### config.mk
export PLATFORM = sky130hd
export DESIGN_NAME = kb_matrix_scanner
export DESIGN_NICKNAME = d
export VERILOG_FILES = /design/src/rtl/kb_pkg.sv /design/src/rtl/kb_evq.sv /design/src/rtl/kb_matrix_scanner.sv
export SDC_FILE = /design/constraint.sdc
export NUM_CORES = 1
export LEC_CHECK = 0
export CAP_MARGIN = 20
export CORE_UTILIZATION = 30
export CTS_CLUSTER_DIAMETER = 40
export DETAILED_ROUTE_END_ITERATION = 10
export PLACE_DENSITY = 0.52
export SYNTH_ARGS = -nofsm -noshare
export SYNTH_HDL_FRONTEND = slang
export SYNTH_SLANG_ARGS = --single-unit
### constraint.sdc
create_clock -name clk -period 9.4 [get_ports clk]
set_clock_uncertainty 0.2 [all_clocks]
set_input_delay 0.94 -clock clk [delete_from_list [all_inputs] [get_ports clk]]
set_output_delay 0.94 -clock clk [all_outputs]
set_load 0.01 [all_outputs]
### src/rtl/kb_pkg.sv
// kb_pkg: shared definitions for the keypad matrix scanner.
//   KB_ROWS/KB_COLS : default matrix geometry; the scanner's ROWS/COLS
//                     parameters default to these and must stay equal to
//                     them, because the event type is sized from KEY_W.
//   KEY_N/KEY_W     : number of keys and width of a key index.
//   kb_ev_t         : one press/release event {press, code}.
//   key_idx(r, c)   : flat key index r*COLS+c.
package kb_pkg;

    localparam int KB_ROWS = 4;
    localparam int KB_COLS = 4;
    localparam int KEY_N   = KB_ROWS * KB_COLS;
    localparam int KEY_W   = (KEY_N > 1) ? $clog2(KEY_N) : 1;

    typedef struct packed {
        logic             press;
        logic [KEY_W-1:0] code;
    } kb_ev_t;

    function automatic logic [KEY_W-1:0] key_idx(input int r, input int c);
        int k;
        k = r * KB_COLS + c;
        return k[KEY_W-1:0];
    endfunction

endpackage

### src/rtl/kb_evq.sv
// kb_evq: synchronous FIFO of kb_ev_t events with a sticky overflow flag.
//   clk, rst       : clock, synchronous active-high reset (empties queue)
//   push, push_ev  : write request and event
//   pop_ready      : consumer ready; head is popped when valid & pop_ready
//   clr            : clears the overflow flag
//   valid, head    : queue head (head is don't-care while valid=0)
//   overflow       : sticky, set when a push is dropped on a full queue
module kb_evq
    import kb_pkg::*;
#(
    parameter int DEPTH = 4
) (
    input  logic   clk,
    input  logic   rst,
    input  logic   push,
    input  kb_ev_t push_ev,
    input  logic   pop_ready,
    input  logic   clr,
    output logic   valid,
    output kb_ev_t head,
    output logic   overflow
);

    localparam int PW = $clog2(DEPTH);
    localparam int NW = $clog2(DEPTH + 1);

    kb_ev_t        mem_q [DEPTH];
    logic [PW-1:0] rd_q, rd_d, wr_q, wr_d;
    logic [NW-1:0] cnt_q, cnt_d;
    logic          valid_q, valid_d;
    logic          ovf_q, ovf_d;
    logic          full, pop, wr_en;

    always_comb begin
        full  = (cnt_q == NW'(DEPTH));
        pop   = valid_q & pop_ready;
        // A pop on the same edge frees the slot the push needs.
        wr_en = push & (~full | pop);
        rd_d  = pop   ? rd_q + 1'b1 : rd_q;
        wr_d  = wr_en ? wr_q + 1'b1 : wr_q;
        cnt_d = cnt_q + NW'(wr_en) - NW'(pop);
        valid_d = (cnt_d != '0);
        ovf_d = ovf_q;
        if (clr)
            ovf_d = 1'b0;
        else if (push && !wr_en)
            ovf_d = 1'b1;
    end

    always_ff @(posedge clk) begin
        if (rst) begin
            rd_q    <= '0;
            wr_q    <= '0;
            cnt_q   <= '0;
            valid_q <= 1'b0;
            ovf_q   <= 1'b0;
        end else begin
            rd_q    <= rd_d;
            wr_q    <= wr_d;
            cnt_q   <= cnt_d;
            valid_q <= valid_d;
            ovf_q   <= ovf_d;
        end
    end

    // Storage is data only; the pointers define what is live.
    always_ff @(posedge clk) begin
        if (wr_en)
            mem_q[wr_q] <= push_ev;
    end

    assign valid    = valid_q;
    assign head     = mem_q[rd_q];
    assign overflow = ovf_q;

endmodule

### src/rtl/kb_matrix_scanner.sv
// kb_matrix_scanner: ROWSxCOLS keypad scanner with per-key debounce,
// toggle/level key memory and a press/release event queue.
//   clk, rst     : clock, synchronous active-high reset
//   kb_row       : active-low row sense for the currently driven column
//   kb_col       : one-cold registered column drive
//   mode_toggle  : 1 = mem_val toggles per press, 0 = mem_val tracks key_state
//   clr          : clears mem_val and ev_overflow
//   key_state    : debounced level per key (bit r*COLS+c)
//   mem_val      : toggle/level memory, same mapping
//   ev_valid/ev_ready/ev_code/ev_press : event queue head handshake
//   ev_overflow  : sticky, an event was dropped on a full queue
module kb_matrix_scanner
    import kb_pkg::*;
#(
    parameter int ROWS      = KB_ROWS,
    parameter int COLS      = KB_COLS,
    parameter int SCAN_DIV  = 1000,
    parameter int DEB_CNT   = 4,
    parameter int EVQ_DEPTH = 4
) (
    input  logic             clk,
    input  logic             rst,
    input  logic [ROWS-1:0]  kb_row,
    output logic [COLS-1:0]  kb_col,
    input  logic             mode_toggle,
    input  logic             clr,
    output logic [KEY_N-1:0] key_state,
    output logic [KEY_N-1:0] mem_val,
    output logic             ev_valid,
    input  logic             ev_ready,
    output logic [KEY_W-1:0] ev_code,
    output logic             ev_press,
    output logic             ev_overflow
);

    localparam int DW    = $clog2(SCAN_DIV);
    localparam int CW    = $clog2(COLS);
    localparam int CNT_W = $clog2(DEB_CNT + 1);

    logic [DW-1:0]                dwell_q, dwell_d;
    logic [CW-1:0]                col_idx_q, col_idx_d;
    logic [CW-1:0]                drain_col_q, drain_col_d;
    logic [COLS-1:0]              kb_col_q, kb_col_d;
    logic [KEY_N-1:0]             stable_q, stable_d;
    logic [KEY_N-1:0]             mem_val_q, mem_val_d;
    logic [KEY_N-1:0][CNT_W-1:0]  cnt_q, cnt_d;
    logic [ROWS-1:0]              pending_q, pending_d;
    logic                         sample, push;
    kb_ev_t                       push_ev, head_ev;

    always_comb begin
        sample      = (dwell_q == DW'(SCAN_DIV - 1));
        dwell_d     = sample ? '0 : dwell_q + 1'b1;
        col_idx_d   = col_idx_q;
        kb_col_d    = kb_col_q;
        drain_col_d = drain_col_q;
        stable_d    = stable_q;
        cnt_d       = cnt_q;
        pending_d   = pending_q;
        push        = 1'b0;
        push_ev     = '0;

        // Drain: lowest pending row of the last sampled column, one per cycle.
        // The stable bit already holds the new level, so it is the press flag.
        for (int r = 0; r < ROWS; r++) begin
            if (!push && pending_q[r]) begin
                push         = 1'b1;
                pending_d[r] = 1'b0;
                push_ev.code  = key_idx(r, int'(drain_col_q));
                push_ev.press = stable_q[key_idx(r, int'(drain_col_q))];
            end
        end

        if (sample) begin
            col_idx_d   = (col_idx_q == CW'(COLS - 1)) ? '0 : col_idx_q + 1'b1;
            kb_col_d    = ~(COLS'(1) << col_idx_d);
            drain_col_d = col_idx_q;
            for (int r = 0; r < ROWS; r++) begin
                // Rows are active-low: 0 means the key is closed.
                if (!kb_row[r] == stable_q[key_idx(r, int'(col_idx_q))]) begin
                    cnt_d[key_idx(r, int'(col_idx_q))] = '0;
                end else if (cnt_q[key_idx(r, int'(col_idx_q))] == CNT_W'(DEB_CNT - 1)) begin
                    stable_d[key_idx(r, int'(col_idx_q))] = !kb_row[r];
                    cnt_d[key_idx(r, int'(col_idx_q))]    = '0;
                    pending_d[r]                          = 1'b1;
                end else begin
                    cnt_d[key_idx(r, int'(col_idx_q))] =
                        cnt_q[key_idx(r, int'(col_idx_q))] + 1'b1;
                end
            end
        end

        // Level mode follows the next key_state so both change on the same
        // edge. Presses toggle even when the queue drops the event.
        mem_val_d = mem_val_q;
        if (clr)
            mem_val_d = '0;
        else if (!mode_toggle)
            mem_val_d = stable_d;
        else if (push && push_ev.press)
            mem_val_d[push_ev.code] = ~mem_val_q[push_ev.code];
    end

    always_ff @(posedge clk) begin
        if (rst) begin
            dwell_q   <= '0;
            col_idx_q <= '0;
            kb_col_q  <= {{(COLS-1){1'b1}}, 1'b0};
            stable_q  <= '0;
            mem_val_q <= '0;
            cnt_q     <= '0;
            pending_q <= '0;
        end else begin
            dwell_q   <= dwell_d;
            col_idx_q <= col_idx_d;
            kb_col_q  <= kb_col_d;
            stable_q  <= stable_d;
            mem_val_q <= mem_val_d;
            cnt_q     <= cnt_d;
            pending_q <= pending_d;
        end
    end

    // Only meaningful while pending rows exist, which reset clears.
    always_ff @(posedge clk) begin
        drain_col_q <= drain_col_d;
    end

    kb_evq #(
        .DEPTH(EVQ_DEPTH)
    ) u_evq (
        .clk      (clk),
        .rst      (rst),
        .push     (push),
        .push_ev  (push_ev),
        .pop_ready(ev_ready),
        .clr      (clr),
        .valid    (ev_valid),
        .head     (head_ev),
        .overflow (ev_overflow)
    );

    assign kb_col    = kb_col_q;
    assign key_state = stable_q;
    assign mem_val   = mem_val_q;
    assign ev_code   = head_ev.code;
    assign ev_press  = head_ev.press;

endmodule

== After elaboration in Yosys (flattened, before gate mapping) ==
Memories as Yosys holds them, arrays and structs flattened. A register that Yosys moved wholly into a read port is not among the register bits.
Cells that the tools add are included.

* Bits in registers: 111
* Memory bits (writable): 20
* Bits of input ports: 9
* Output and inout port bits: 43
* Logic and storage cells: 213
* Memories: 1

* Add/sub/neg operators: 16
* Magnitude comparators: 14
* Equal/unequal tests: 12
* Shift operators: 1
* Multiplexer cells: 103
* Bitwise operators: 15
* Reductions and logical operators: 22

{| class="wikitable"
|+ Memory list
! memory !! words !! bits a word !! read ports !! clocked after memory_dff !! wr ports !! RTL line !! text
|-
| u_evq.mem_q || 4 || 5 || 1 || 1 || 1 || kb_evq.sv:27 || <nowiki>kb_ev_t mem_q [DEPTH];</nowiki>
|}

{| class="wikitable"
|+ Operator list
! cell !! number
|-
| $mux W48 || 11
|-
| $mux W16 || 14
|-
| $and A48 B48 Y48 || 4
|-
| $bwmux W48 || 4
|-
| $not A48 Y48 || 3
|-
| $bwmux W16 || 5
|-
| $not A12 Y48 || 1
|-
| $bmux W3 S4 || 3
|-
| $demux W3 S4 || 3
|-
| $lt A4 B5 Y1 const B || 7
|-
| $mux W1 || 31
|-
| $bmux W1 S4 || 7
|-
| $mux W3 || 8
|-
| $mux W5 || 4
|-
| $add A4 B2 Y4 const A || 4
|-
| $demux W1 S4 || 4
|-
| $ge A4 B1 Y1 const B || 4
|-
| $add A3 B1 Y3 const B || 4
|-
| $eq A3 B2 Y1 const B || 4
|-
| $add A10 B1 Y10 const B || 1
|-
| $eq A10 B10 Y1 const B || 1
|-
| $logic_and A1 B1 Y1 || 10
|-
| $lt A2 B5 Y1 const B || 2
|-
| $add A3 B2 Y4 const A || 2
|-
| other kinds (23) || 42
|}

== Logic depth before layout (Yosys ltp) ==
* Depth in word-level cells: 21
* Depth in mapped cells: 11
* Mapped depth without buffers: 8

== Modules after synthesis ==
Synthesis repeated with hierarchy kept, for this count alone.

* Cell total of the unflattened synthesis: 643
* Area, all modules: 6,754.0 sq um

{| class="wikitable"
|+ By module, submodules not included
! module !! times used !! cells each !! area an instance (sq um) !! seq. area each (sq um)
|-
| kb_matrix_scanner || 1 || 558 || 5,472.7 || 2,062.0
|-
| kb_evq || 1 || 85 || 1,281.2 || 820.8
|}

== Least setup slack after synthesis ==
Ideal clock, no wire load.

* Path kind: register -> register
* From: register col_idx_q[1]
* To: register mem_val_q[11] (netlist: mem_val[11])
* Library setup time: 0.074 ns
* Data arrival time: 2.756 ns
* Data required time: 9.126 ns
* Setup slack: 6.369 ns
* Stages on the path, launching flop included: 10
* Path buffers: 3
* Clock period less this slack: 3.031 ns
* Cell sequence: dfxtp_1 > clkbuf_1 > clkbuf_1 > mux4_2 > ha_1 > ha_1 > and4_1 > clkbuf_1 > a211o_1 > a31oi_1

* Cells in the longest elaborated chain, start to end: 19
* Elaborated cells on any way between the ends: 58
* Classes of those cells: add/sub: 3; order compare: 6; eq/ne: 8; mux: 38; reduce/logical: 3

{| class="wikitable"
|+ Ends and longest elaborated chain
! element !! RTL line !! text
|-
| start: declaration || kb_matrix_scanner.sv:41 || <nowiki>logic [CW-1:0] col_idx_q, col_idx_d;</nowiki>
|-
| start signal: assignment || kb_matrix_scanner.sv:115 || <nowiki>col_idx_q <= col_idx_d;</nowiki>
|-
| branches (longest 16 deep; another with $lt A4 B5 Y1) || n/a ||
|-
| $mux W16 * || kb_matrix_scanner.sv:80 || <nowiki>if (!kb_row[r] == stable_q[key_idx(r, int'(col_idx_q))]) begin</nowiki>
|-
| $mux W16 * || kb_matrix_scanner.sv:74 || <nowiki>if (sample) begin</nowiki>
|-
| $mux W16 * || kb_matrix_scanner.sv:98 || <nowiki>else if (!mode_toggle)</nowiki>
|-
| end signal: assignment || kb_matrix_scanner.sv:118 || <nowiki>mem_val_q <= mem_val_d;</nowiki>
|-
| end: declaration || kb_matrix_scanner.sv:45 || <nowiki>logic [KEY_N-1:0] mem_val_q, mem_val_d;</nowiki>
|}

Mark *: on every way between the ends. The select of a mux whose other input is x is not followed.
A chain may end at the register's enable or synchronous reset.

== Worst setup path in the final report ==
* From: register dwell_q[0]
* To: register mem_val_q[2] (netlist: mem_val[2])

* Cells in the longest elaborated chain, start to end: 3

{| class="wikitable"
|+ Ends and longest elaborated chain
! element !! RTL line !! text
|-
| start: declaration || kb_matrix_scanner.sv:40 || <nowiki>logic [DW-1:0] dwell_q, dwell_d;</nowiki>
|-
| start signal: assignment || kb_matrix_scanner.sv:114 || <nowiki>dwell_q <= dwell_d;</nowiki>
|-
| $eq A10 B10 Y1 || kb_matrix_scanner.sv:52 || <nowiki>sample = (dwell_q == DW'(SCAN_DIV - 1));</nowiki>
|-
| $mux W16 || kb_matrix_scanner.sv:74 ||
|-
| $mux W16 || kb_matrix_scanner.sv:98 ||
|}

Every way passes these cells.

==> results.md <==
- The flow ran to the end, and the final reports show no timing, DRC or antenna violations.
- The number of DRC markers after the initial detailed-route iteration is 288.
- In this run the number of H-tree levels came out at 4.
- The hold violation count in the final report is 0.
- The initialized floorplan defines 52 standard-cell rows.
- Counting the buffers created by CTS gives 17.
- Among all flip-flop cells after synthesis, the most frequent one is sky130_fd_sc_hd__dfxtp_1.
- The via count of the first global-routing pass is 4571.
- Max-cap violations in this run came to 0.
- In the post-synthesis netlist, the cell with the most instances is sky130_fd_sc_hd__nand2_1.
- The worst path meets setup with 6050 ps of slack.
- The arrival time at the worst endpoint is 3450 ps.
- The distinct cell type count of the synthesized netlist is 62.
- In this run the most critical hold path is launched from cnt_q[10].
- For this run, the total global-route usage over all layers was measured as 0.153.
- The proportion of netlist area held by the largest area contributor is 0.349.
- Counting flops with an async set or reset pin after synthesis yields a share of 0.
- Along the worst path, the maximum fanout reaches 22.
- The utilization after layout is 0.372.
- At the pin with the least slew margin, the transition time is 1070 ps.
- The data required time of the worst path is 9500 ps.
- The hold buffer count at CTS is 0.
- The number of enable flip-flop cells after synthesis is 22.
- The final count of negative-setup-slack endpoints is 0.
- The average cell area after synthesis is 9.30 um^2.
- After detailed routing, the number of vias per cell comes to 4.96.
- The headroom to the max-slew limit is 0.277.
- STA classifies the critical path endpoint as a flip-flop.
- CTS placed an instance of sky130_fd_sc_hd__clkbuf_16 at the clock tree root.
- The first global-routing pass estimated 25600 um of wire.
- After clock tree synthesis, the repair step resized 0 gates.
- The sequential-to-total area share from yosys stat is 0.453.
- In the final layout, the share of cells above drive strength 1 is 0.102.
- Measured along the x axis, the die boundary spans 148 um.
- Sorting the synthesized cells by how often they occur yields sky130_fd_sc_hd__nand2_1 (123), sky130_fd_sc_hd__dfxtp_1 (111), sky130_fd_sc_hd__a21oi_1 (79).
- The final route contains 4937 vias.
- The number of standard cells after synthesis is 684.
- The tightest min-delay check is of the flip-flop to flip-flop type.
- Tracing the worst setup path back leads to its startpoint at dwell_q[0].
- The number of antenna violations at the first check in global routing is 0.
- By startpoint and endpoint, the worst setup path is classified as flip-flop to flip-flop.
- The total power density per cell area is 173 nW/um^2.
- The max-slew violation total from the final report is 0.
- The core region is 20500 um^2.
- The clock transition at the register clock pins on the worst setup and hold paths after CTS is 60 ps.
- The estimated wirelength of the detail-placed design is 10900 um.
- Fill cells in the final layout number 2068.
- In the finished design, the share of the clock period the worst path needs comes to 0.356.
- The die is 148 um tall.
- The number of nets still failing antenna checks after routing is 0.
- The starting density of the core is 0.310.
- Summing every instance area after synthesis gives 6360 um^2.
- After routing, the total negative slack on setup checks comes to 0 ps.
- The finished cells cover 7620 um^2.
- The total overflow left after global routing is 0.
- By area the synthesized netlist is led by sky130_fd_sc_hd__dfxtp_1 (35%), sky130_fd_sc_hd__edfxtp_1 (10%), sky130_fd_sc_hd__mux4_2 (8.5%), sky130_fd_sc_hd__nand2_1 (7.3%), sky130_fd_sc_hd__a21oi_1 (6.2%).
- Relative to the synthesized area, the layout overhead comes to 19.9%.
- The startpoint of the lowest-slack register-to-register path is dwell_q[0].
- Wires add up to 16300 um.
- Clock tree synthesis found a total of 133 sinks.
- The achievable clock frequency is 0.299 GHz.
- sky130_fd_sc_hd__dfxtp_1 takes more of the synthesized area than any other cell.
- The post-placement setup slack is 5840 ps.
- The clock passes through at most 2 buffers.
- In this run the post-CTS setup repair buffer count came out at 0.
- The number of top-level pins is 52.
- At the end of routability-driven placement, the weighted congestion stood at 0.812.
- In the final routed layout, each cell accounts on average for 16.3 um.
- The number of iterations in the first detailed-routing pass is 4.
- During placement, the flow inserted port buffers numbering 51.
- The number of nets in the layout is 742.
- TritonCTS built the clock tree.
- The latest clock arrival within the worst-skew pair is 420 ps.
- After detailed placement, the total cell area comes to 7020 um^2.
- After synthesis the netlist holds a flip-flop and latch count of 133.
- The minimum clock period is 3350 ps.
- The synthesized net count is 713.
- Entering global routing, the biggest net connects 88 pins.
- VDD sags by at most 0.0000752 V.
- The analysis attributes to cell leakage a power of 2.55 nW.
- The total die area is 21800 um^2.
- The worst setup path is launched from a flip-flop.
- In the routed design, unresolved DRC markers number 0.
- For this run, the number of Yosys warnings is 0.
- The diode insertion count for antenna repair is 0.
- Setup repair after global routing left no endpoint under its margin.
-- final cells by class --
| class | instances | area [um^2] | area share |
|---|---|---|---|
| Multi-Input combinational cell | 481 | 3170 | 0.416 |
| Sequential cell | 133 | 2880 | 0.378 |
| Timing Repair Buffer | 56 | 564 | 0.0740 |
| Clock buffer | 17 | 425 | 0.0558 |
| Tap cell | 270 | 338 | 0.0443 |
| Clock inverter | 15 | 154 | 0.0202 |
| Inverter | 24 | 90.1 | 0.0118 |
-- where the power goes --
group | internal, mW | leakage, nW | switching [mW] | total (mW)
clock | 0.391 | 0.269 | 0.259 | 0.650
combinational | 0.0342 | 1.16 | 0.0361 | 0.0703
sequential | 0.587 | 1.12 | 0.00930 | 0.596
total | 1.01 | 2.55 | 0.304 | 1.32
-- through the flow --
stage                     power, mW  hold WS, ps  cells
after floorplan               0.656          226    684
after global placement        0.678          236    962
after detailed placement      0.678          243    963
after CTS                      1.33          252    995
after global routing           1.37          265    996
final                          1.32          252    996
-- cells in the final DEF, fill, tap and decap left out, types with 3 or more instances in the layout --
master                            instances
sky130_fd_sc_hd__a31oi_1                  8
sky130_fd_sc_hd__edfxtp_1                22
sky130_fd_sc_hd__o22ai_1                  7
sky130_fd_sc_hd__or3_1                    3
sky130_fd_sc_hd__clkinv_4                 3
sky130_fd_sc_hd__and2_1                   8
sky130_fd_sc_hd__mux2_2                   4
sky130_fd_sc_hd__nor3_1                   8
sky130_fd_sc_hd__clkinv_1                 3
sky130_fd_sc_hd__a21oi_1                 79
sky130_fd_sc_hd__inv_1                   24
sky130_fd_sc_hd__nor2b_1                  5
sky130_fd_sc_hd__clkinvlp_4               4
sky130_fd_sc_hd__mux2i_1                  9
sky130_fd_sc_hd__clkdlybuf4s50_1         50
sky130_fd_sc_hd__nand3_1                 16
sky130_fd_sc_hd__nor3b_1                  3
sky130_fd_sc_hd__dfxtp_1                111
sky130_fd_sc_hd__a211oi_1                 9
sky130_fd_sc_hd__ha_1                    19
sky130_fd_sc_hd__buf_4                    3
sky130_fd_sc_hd__nor2_1                  60
sky130_fd_sc_hd__and3_1                   5
sky130_fd_sc_hd__nand4_1                  5
sky130_fd_sc_hd__a211o_1                  5
sky130_fd_sc_hd__xor2_1                   5
sky130_fd_sc_hd__o21ai_0                  9
sky130_fd_sc_hd__or4_1                    3
sky130_fd_sc_hd__nand4b_1                 3
sky130_fd_sc_hd__clkbuf_16               18
sky130_fd_sc_hd__a32oi_1                  3
sky130_fd_sc_hd__nand2b_1                 9
sky130_fd_sc_hd__mux4_2                  24
sky130_fd_sc_hd__xnor2_1                 11
sky130_fd_sc_hd__inv_6                    3
sky130_fd_sc_hd__nand2_1                123
-- layer usage --
layer	GRT usage	part of all wire	wire [um]	vias to the layer above
li1	-	-	-	2474
met1	0.203	0.47	7630	2322
met2	0.243	0.47	7570	121
met3	0.0330	0.045	726	20
met4	0.0608	0.021	336	0
met5	0	0	0	-
-- kinds of logic (layout without fill, tap and decap cells) --
logic type               Yosys count  after routing  synth area share
XOR/XNOR                          16             16            0.0220
multiplexers                      37             37             0.106
AO/OA/AOI/OAI                    138            138             0.134
buffers and inverters             70            112            0.0480
flip-flops                       133            133             0.453
AND/OR/NAND/NOR                  270            270             0.196
adder cells (fa/ha/maj)           20             20            0.0405
-- path summary, 6_finish.rpt --
| check | endpoint | slack (ps) | cells past startpoint |
|---|---|---|---|
| max | mem_val[2] | 6050 | 8 |
| min | cnt_q[10] | 250 | 2 |
| min reg2reg | cnt_q[10] | 250 | 2 |
| max reg2reg | mem_val[2] | 6050 | 8 |
-- critical path, stage by stage, from the launching register on --
cell                       delay (ps)
sky130_fd_sc_hd__dfxtp_1          360
sky130_fd_sc_hd__ha_1             230
sky130_fd_sc_hd__nand3b_1          90
sky130_fd_sc_hd__or3_1            430
sky130_fd_sc_hd__inv_1            600
sky130_fd_sc_hd__and2_0           920
sky130_fd_sc_hd__a21oi_1          120
sky130_fd_sc_hd__o21ai_0          170
sky130_fd_sc_hd__a21oi_1          100
-- registers in the layout, indices dropped and copies added, names as in the netlist, named ones only --
| signal | count |
|---|---|
| cnt_q | 48 |
| u_evq.mem_q | 20 |
| key_state | 16 |
| mem_val | 16 |
| dwell_q | 10 |
| kb_col | 4 |
| pending_q | 4 |
| u_evq.cnt_q | 3 |
| col_idx_q | 2 |
| drain_col_q | 2 |
| u_evq.rd_q | 2 |
| u_evq.wr_q | 2 |
| u_evq.overflow | 1 |
| u_evq.valid | 1 |
No activity file was read; power rests on OpenSTA's default activity.
